[config.mk]
export PLATFORM = sky130hd
export DESIGN_NAME = regfile_scoreboard
export DESIGN_NICKNAME = d
export VERILOG_FILES = /design/src/rtl/regfile_scoreboard.sv
export SDC_FILE = /design/constraint.sdc
export NUM_CORES = 2
export LEC_CHECK = 0
export CORE_MARGIN = 2
export CORE_UTILIZATION = 61
export CTS_BUF_LIST = sky130_fd_sc_hd__clkbuf_4 sky130_fd_sc_hd__clkbuf_8
export DETAILED_ROUTE_END_ITERATION = 12
export PLACE_DENSITY = 0.87
export SLEW_MARGIN = 20
export SYNTH_ARGS = -nofsm -noshare
export SYNTH_HDL_FRONTEND = slang
export SYNTH_SLANG_ARGS = --single-unit
[constraint.sdc]
create_clock -name clk -period 15.2 [get_ports clk]
set_clock_uncertainty 0.2 [all_clocks]
set_input_delay 3.04 -clock clk [delete_from_list [all_inputs] [get_ports clk]]
set_output_delay 3.04 -clock clk [all_outputs]
set_load 0.03 [all_outputs]
[src/rtl/regfile_scoreboard.sv]
// Register file with two bypassed read ports, one write-back port and a
// per-register pending-write scoreboard. Optional debug port/counter: REGFILE_SCOREBOARD_DBG_EN.
module regfile_scoreboard #(
   parameter int XLEN     = 32,
   parameter int NREGS    = 32,
   parameter int ZERO_REG = 1,
   localparam int AW      = $clog2(NREGS)
) (
   input  logic            clk,
   input  logic            rst_n,
   input  logic [AW-1:0]   rs1,
   input  logic [AW-1:0]   rs2,
   output logic [XLEN-1:0] rs1_data,
   output logic [XLEN-1:0] rs2_data,
   output logic            rs1_busy,
   output logic            rs2_busy,
   input  logic [AW-1:0]   rd,
   input  logic [XLEN-1:0] rdv,
   input  logic            reg_wen,
   input  logic            issue_valid,
   input  logic [AW-1:0]   issue_rd,
   input  logic            issue_wr,
   input  logic            issue_use_rs1,
   input  logic            issue_use_rs2,
   output logic            issue_ready,
   input  logic            flush,
`ifdef REGFILE_SCOREBOARD_DBG_EN
   input  logic [AW-1:0]   dbg_raddr,
   output logic [XLEN-1:0] dbg_rdata,
   output logic [31:0]     wr_count,
`endif
   output logic [AW:0]     busy_count
);

   logic [XLEN-1:0] mem_q [NREGS];
   logic [XLEN-1:0] mem_d [NREGS];
   logic [NREGS-1:0] busy_q, busy_d;
   logic [AW:0]      busy_count_q, busy_count_d;
   logic             wr_en;
   logic             hazard;

   function automatic logic writable(input logic [AW-1:0] idx);
      return !((ZERO_REG != 0) && (idx == '0));
   endfunction

   assign wr_en = reg_wen && writable(rd);

   // A write-back in the same cycle both forwards its data and satisfies the dependency.
   always_comb begin
      rs1_data = '0;
      rs2_data = '0;
      if (writable(rs1)) rs1_data = (reg_wen && rd == rs1) ? rdv : mem_q[rs1];
      if (writable(rs2)) rs2_data = (reg_wen && rd == rs2) ? rdv : mem_q[rs2];
      rs1_busy = busy_q[rs1] && !(reg_wen && rd == rs1);
      rs2_busy = busy_q[rs2] && !(reg_wen && rd == rs2);
   end

   // Handshake: an instruction issues on any cycle where issue_valid && issue_ready;
   // issue_ready is purely combinational and never depends on a future cycle.
   always_comb begin
      hazard = (issue_use_rs1 && rs1_busy) || (issue_use_rs2 && rs2_busy) ||
               (issue_wr && busy_q[issue_rd] && !(reg_wen && rd == issue_rd));
      issue_ready = issue_valid && !hazard && !flush;
   end

   always_comb begin
      mem_d = mem_q;
      if (wr_en) mem_d[rd] = rdv;
   end

   // Set after clear so a new producer wins over the retiring one on the same index.
   always_comb begin
      busy_d = busy_q;
      if (flush) begin
         busy_d = '0;
      end else begin
         if (reg_wen) busy_d[rd] = 1'b0;
         if (issue_ready && issue_wr && writable(issue_rd)) busy_d[issue_rd] = 1'b1;
      end
      busy_count_d = '0;
      for (int i = 0; i < NREGS; i++) busy_count_d = busy_count_d + (AW+1)'(busy_d[i]);
   end

   always_ff @(posedge clk or negedge rst_n) begin
      if (!rst_n) begin
         for (int i = 0; i < NREGS; i++) mem_q[i] <= '0;
         busy_q       <= '0;
         busy_count_q <= '0;
      end else begin
         mem_q        <= mem_d;
         busy_q       <= busy_d;
         busy_count_q <= busy_count_d;
      end
   end

   assign busy_count = busy_count_q;

`ifdef REGFILE_SCOREBOARD_DBG_EN
   logic [31:0] wr_count_q, wr_count_d;

   assign wr_count_d = wr_count_q + (wr_en ? 32'd1 : 32'd0);

   always_ff @(posedge clk or negedge rst_n) begin
      if (!rst_n) wr_count_q <= '0;
      else        wr_count_q <= wr_count_d;
   end

   assign wr_count  = wr_count_q;
   assign dbg_rdata = mem_q[dbg_raddr];
`endif

endmodule

-- After elaboration in Yosys (flattened, before gate mapping)
Index checks and enable logic that the tools add are counted.
- flip-flop bits (word level): 1062
- input port bits: 60
- word-level logic and storage cells: 141
- output and inout bits: 73
- equality and inequality tests: 3
- add/sub/neg operators: 31
- mux-type cells: 27
- bitwise logic cells: 6
- $lt $le $gt $ge: 10
- reductions and logical operators: 30
- operators by type and width (operator ; count):
    bitwise mux 1024 bit ; 1
    2-to-1 mux 32 bit ; 13
    binary-select mux 32 bit (select 5 bit) ; 2
    demux 32 bit (select 5 bit) ; 1
    adder 6 x 1 -> 6 bit ; 26
    AND 32 bit ; 1
    NOT 32 bit ; 1
    OR 32 bit ; 1
    less-than comparator 5 x 6 -> 1 bit, second input constant ; 4
    logical NOT 5 bit ; 4
    >= comparator 6 bit, second input constant ; 3
    NOT 5 -> 6 bit ; 3
    logical AND 1 bit ; 17
    binary-select mux 1 bit (select 5 bit) ; 3
    equality test 5 bit ; 3
    demux 1 bit (select 5 bit) ; 2
    >= comparator 5 x 1 -> 1 bit, second input constant ; 2
    logical NOT 1 bit ; 7
    adder 5 x 1 -> 6 bit ; 1
    less-than comparator 6 x 1 -> 1 bit, second input constant ; 1
    adder 4 x 1 -> 5 bit ; 1
    2-to-1 mux 1 bit ; 5
    adder 3 x 1 -> 4 bit ; 1
    adder 2 x 1 -> 3 bit ; 1
    2 further kinds ; 3

-- Logic depth before layout (Yosys ltp)
- word-level depth: 45
- gate-level depth with buffers: 25
- mapped depth without buffers: 22

-- Worst setup path after synthesis
OpenSTA, ideal clock, no wires.
- path type: input to register
- start point: input issue_rd[1]
- end point: register busy_count_q[4], in the netlist busy_count[4]
- data arrival time: 9.059 ns
- path buffers: 3
- stages on the path: 23
- setup time: 0.080 ns
- data required time: 14.920 ns
- setup slack: 5.861 ns
- cells stage by stage: buf_2 buf_4 mux4_2 a22oi_2 o211ai_1 a2111oi_2 o211ai_2 buf_6 o31a_1 fa_1 inv_1 fa_1 inv_1 fa_1 fa_1 fa_1 inv_1 fa_1 ha_1 fa_1 a21o_1 a21oi_1 xnor2_1
- word-level cells in the longest chain between the ends: 43
- elaborated cells on any way between the ends: 54
- those cells by class: 31 x add/sub; 2 x order compare; 1 x eq/ne; 6 x mux; 1 x bitwise; 13 x reduce/logical
- RTL lines (item ; line ; source):
    start, declared ; 21 ; input logic [AW-1:0] issue_rd,
    binary-select mux 1 bit (select 5 bit) / equality test 5 bit (equally long branches) ; 62 ; (issue_wr && busy_q[issue_rd] && !(reg_wen && rd == issue_rd));
    2-to-1 mux 1 bit (not written as such) / logical AND 1 bit (equally long branches) ; 62 ;
    logical AND 1 bit / logical NOT 1 bit (equally long branches) ; 62 ;
    logical AND 1 bit ; 62 ;
    logical OR 1 bit ; 61 ; hazard = (issue_use_rs1 && rs1_busy) || (issue_use_rs2 && rs2_busy) ||
    logical NOT 1 bit ; 63 ; issue_ready = issue_valid && !hazard && !flush;
    logical AND 1 bit (2 in a row) ; 63 ;
    logical AND 1 bit (2 in a row) ; 78 ; if (issue_ready && issue_wr && writable(issue_rd)) busy_d[issue_rd] = 1'b1;
    [2 not listed] ; -- ;
    adder 1 x 1 -> 2 bit ; 81 ; for (int i = 0; i < NREGS; i++) busy_count_d = busy_count_d + (AW+1)'(busy_d[i]);
    adder 2 x 1 -> 3 bit ; 81 ;
    adder 3 x 1 -> 4 bit ; 81 ;
    adder 4 x 1 -> 5 bit ; 81 ;
    adder 5 x 1 -> 6 bit ; 81 ;
    adder 6 x 1 -> 6 bit (25 in a row) ; 81 ;
    adder 6 x 1 -> 6 bit * ; 81 ;
    via busy_count_d[4] ; 38 ; logic [AW:0] busy_count_q, busy_count_d;
    end signal, assigned ; 92 ; busy_count_q <= busy_count_d;
    end, declared ; 38 ;
Mark *: on every way through the listed nets, which the timed path passes. The rest lies on a longest branch. The select of a mux whose other input is x is not followed.
A chain may end at the register's enable or synchronous reset.

-- Worst setup path after layout
- start point: input rs1[0]
- end point: output rs1_data[31]
- word-level cells in the longest chain between the ends: 6
- elaborated cells on any way between the ends: 9
- those cells by class: 1 x eq/ne; 5 x mux; 1 x bitwise; 2 x reduce/logical
- RTL lines (item ; line ; source):
    start, declared ; 11 ; input logic [AW-1:0] rs1,
    NOT 5 -> 6 bit (not written as such) ; 52 ; if (writable(rs1)) rs1_data = (reg_wen && rd == rs1) ? rdv : mem_q[rs1];
    binary-select mux 32 bit (select 5 bit) ; 52 ;
    2-to-1 mux 32 bit (not written as such) (2 in a row) ; 52 ;
    2-to-1 mux 32 bit ; 52 ;
    2-to-1 mux 32 bit * ; 52 ;
    end, declared ; 13 ; output logic [XLEN-1:0] rs1_data,
Every way passes the cells marked *; elsewhere a longest branch is shown, timed or not. The select of a mux whose other input is x is not followed.

==> impl_results.md <==
- Minimum clock period: about 11 ns
- Initial antenna violation count: 8
- DR iter-0 viols: 3965
- Hold buffers post-CTS: 0
- First-pass GRT wire length: 240 mm
- Largest net degree at the start of global routing: 170
- Final ANT Viol Nets: 0
- All-layer global routing usage: 0.330
- Top-area cell type share of the netlist area: 0.457
- Area of the core: 94700 um2
- Period utilization: 0.728
- Power Dens Cells: roughly 130 nW/um2
- Number of global-route vias before repair: approximately 38000
- CP max stage cell: buf_4
- CTS max path bufs: 3
- Inserted Clock Buffers: 167
- Post-cts resize count: 0
- Root Buffer Master: clkbuf_8
- Clk slew on worst S/H paths: 0.06 ns
- CP Cell Sequence: buf_8 > buf_4 > buf_4 > nor4_1 > nor2_4 > buf_4 > nand2_1 > o31ai_1 > clkdlybuf4s50_1
- Main synth FF type: dfrtp_1
- Hold slack final: 0.192 ns
- Fin cells: 5073
- Cell Rows: 113
- Critical path's largest stage delay: 0.82 ns
- Asr flop ratio synth: 1.00
- CP dominant cell by count: buf_4
- Core Util, Final: 0.675
- Final Slew Violations: 0
- Kind of critical path: in2out
- CP bufs+invs: 5
- DR WL/cell: 31.1 um
- DR vias/cell: 7.19
- Post-synth EDFFs: 0
- Top post-synthesis cells by area: dfrtp_1 46%, mux4_2 24%, mux2_2 19%, clkbuf_1 1.8%, mux2i_1 1.3%
- RD Place Congestion: slightly below 0.9
- Initial Util: 0.614
- Filler cells: 6118
- Fin nets: 3756
- Die area: 97900 um2
- Syn_nets: between 3000 and 4000
- IO Pins: 133
- WP data required: 11.96 ns
- Data arrival, critical path: 7.83 ns
- Synth Area per Inst: 15.7 um2
- Layout area overhead: 9.82%
- Clock sinks: 1062
- DRC: 0
- Critical Path Start Type: primary input
- Share of cells above drive strength 1: 0.550
- Maxcap violations: 0
- Vias post-DR: approximately 36000
- Synth cell types: 54
- Slew margin rel.: 0.242
- Die width: 313 um
- Worst VDD drop: 87.1 uV
- Crit path max fanout: 80
- H-Tree Depth: 4
- CTS tree: done
- Worst-Skew Late Latency: 0.85 ns
- CP endpoint kind: output pin
- Seq cells post-synth: 1062
- Post-DP HPWL: 84.6 mm
- Congestion Overflow GR: 0
- DIE HEIGHT: between 300 and 400 um
- Setup TNS: 0 ns
- Ys Warns: 0
- Design Power: roughly 8 mW
- # setup viols final: 0
- Setup bufs post-CTS: 0
- Sequential-to-total area share from yosys stat: 0.457
- Placed Instances: 4761
- RSZ-0062 raised after global routing: no
- Delay-heaviest family, CP: buffers and inverters
- Leading area contributor after synthesis: dfrtp_1
- PortBufs: 132
- Final Hold Vio Count: 0
- Final wirelength: 158 mm
- Cells after synthesis: 3717
- HP Class: reg2reg
- Post-Syn Area: 58200 um2
- Pleak: between 20 and 30 nW
- Drt pass-1 iters: 6
- Status: complete, no violations
- Worst Max-Slew Pin Slew: 1.13 ns
- Max Clk Rate: 90.4 MHz
-- worst register-to-register path, stage by stage (launching register included) --
cell,delay [ns]
dfrtp_1,0.43
mux4_2,0.50
a22oi_2,0.14
o211ai_1,0.14
a2111oi_2,0.57
o211ai_4,0.10
buf_4,0.29
o31a_1,0.41
fa_1,0.56
inv_1,0.06
fa_1,0.50
inv_1,0.05
fa_1,0.51
fa_1,0.42
fa_1,0.49
inv_1,0.05
fa_1,0.44
ha_1,0.23
fa_1,0.46
a21o_1,0.20
a21oi_1,0.17
xnor2_1,0.14
-- final timing paths --
| check | from | endpoint | slack, ns | cells past startpoint |
|---|---|---|---|---|
| max | rs1[0] | rs1_data[31] | 4.13 | 9 |
| min | mem_q[1014]$_DFFE_PN0P_ | mem_q[1014]$_DFFE_PN0P_ | 0.19 | 0 |
| max reg2reg | busy_q[19]$_DFF_PN0_ | busy_count[4]$_DFF_PN0_ | 8.10 | 21 |
| min reg2reg | mem_q[1014]$_DFFE_PN0P_ | mem_q[1014]$_DFFE_PN0P_ | 0.19 | 0 |
| max in group asynchronous | rst_n | mem_q[1004]$_DFFE_PN0P_ | 9.86 | 4 |
| min in group asynchronous | rst_n | busy_count[5]$_DFF_PN0_ | 1.97 | 1 |
-- report_power, final --
group	internal, mW	switching (mW)
logic	1.11	0.718
clock network	1.47	1.18
registers	3.35	0.380
-- cell type report --
cell class / instances / area, um2 / share of cell area
multi-input cells: 2193 / 30000 / 0.469
flip-flops and latches: 1062 / 26600 / 0.416
clock buffers: 276 / 3440 / 0.0538
repair buffers: 211 / 1940 / 0.0304
well taps: 1265 / 1580 / 0.0248
clock inverters: 30 / 258 / 0.00403
inverters: 30 / 113 / 0.00176
diodes: 6 / 15.0 / 0.000235
-- placed cells by master (no fill, tap or decap), types with 19 or more instances in the layout --
master,count
dfrtp_1,1062
mux2_2,1007
mux4_2,628
clkbuf_8,218
clkdlybuf4s50_1,115
buf_4,79
mux2i_1,74
clkbuf_4,58
nor2_1,37
mux2_1,37
nor2b_1,32
nand3_1,32
a211oi_1,32
nand2_1,31
inv_1,29
o31ai_1,28
fa_1,24
o22ai_1,21
nand3b_1,20
o21ai_1,19
-- sequential cells by signal, indices dropped and copies added, names as in the netlist --
register and count:
busy_q 32, mem_q 1024, busy_count 6
-- cell families (layout without fill, tap and decap cells) --
logic type | Yosys count | after routing | share of synthesized area
AOI/OAI and AO/OA | 174 | 174 | 0.0206
xor gates and xnor gates | 18 | 18 | 0.00271
adders and majority gates | 31 | 31 | 0.00976
buffers and inverters | 462 | 547 | 0.0325
DFF | 1062 | 1062 | 0.457
muxes | 1746 | 1746 | 0.458
other | 0 | 6 | 0
and+or+nand+nor | 224 | 224 | 0.0201
-- through the flow --
step	worst slack, ns	cell area (um2)
2_1_floorplan	5.86	58200
5_1_grt	3.84	63900
4_1_cts	4.21	63900
3_5_place_dp	4.20	60200
6_report	4.13	63900
3_3_place_gp	4.28	60200
-- cells in the mapped netlist, types with 13 or more instances --
| master | n |
|---|---|
| dfrtp_1 | 1062 |
| mux2_2 | 1007 |
| mux4_2 | 628 |
| clkbuf_1 | 273 |
| buf_2 | 87 |
| mux2i_1 | 74 |
| buf_1 | 61 |
| nor2_1 | 54 |
| nand2_1 | 47 |
| mux2_1 | 37 |
| nand3_1 | 34 |
| a211oi_1 | 32 |
| nor2b_1 | 32 |
| inv_1 | 29 |
| o31ai_1 | 28 |
| fa_1 | 24 |
| o22ai_1 | 21 |
| nand3b_1 | 20 |
| o21ai_1 | 19 |
| a21oi_1 | 16 |
| o21ai_0 | 13 |
| xor2_1 | 13 |
-- per-layer routing --
layer	global-route usage	part of all wire	up-vias
li1	-	-	14400
met1	0.438	0.37	19400
met2	0.518	0.48	2149
met3	0.0734	0.096	614
met4	0.172	0.055	10
met5	0	0.00044	-
No activity file was read; power rests on OpenSTA's default activity.
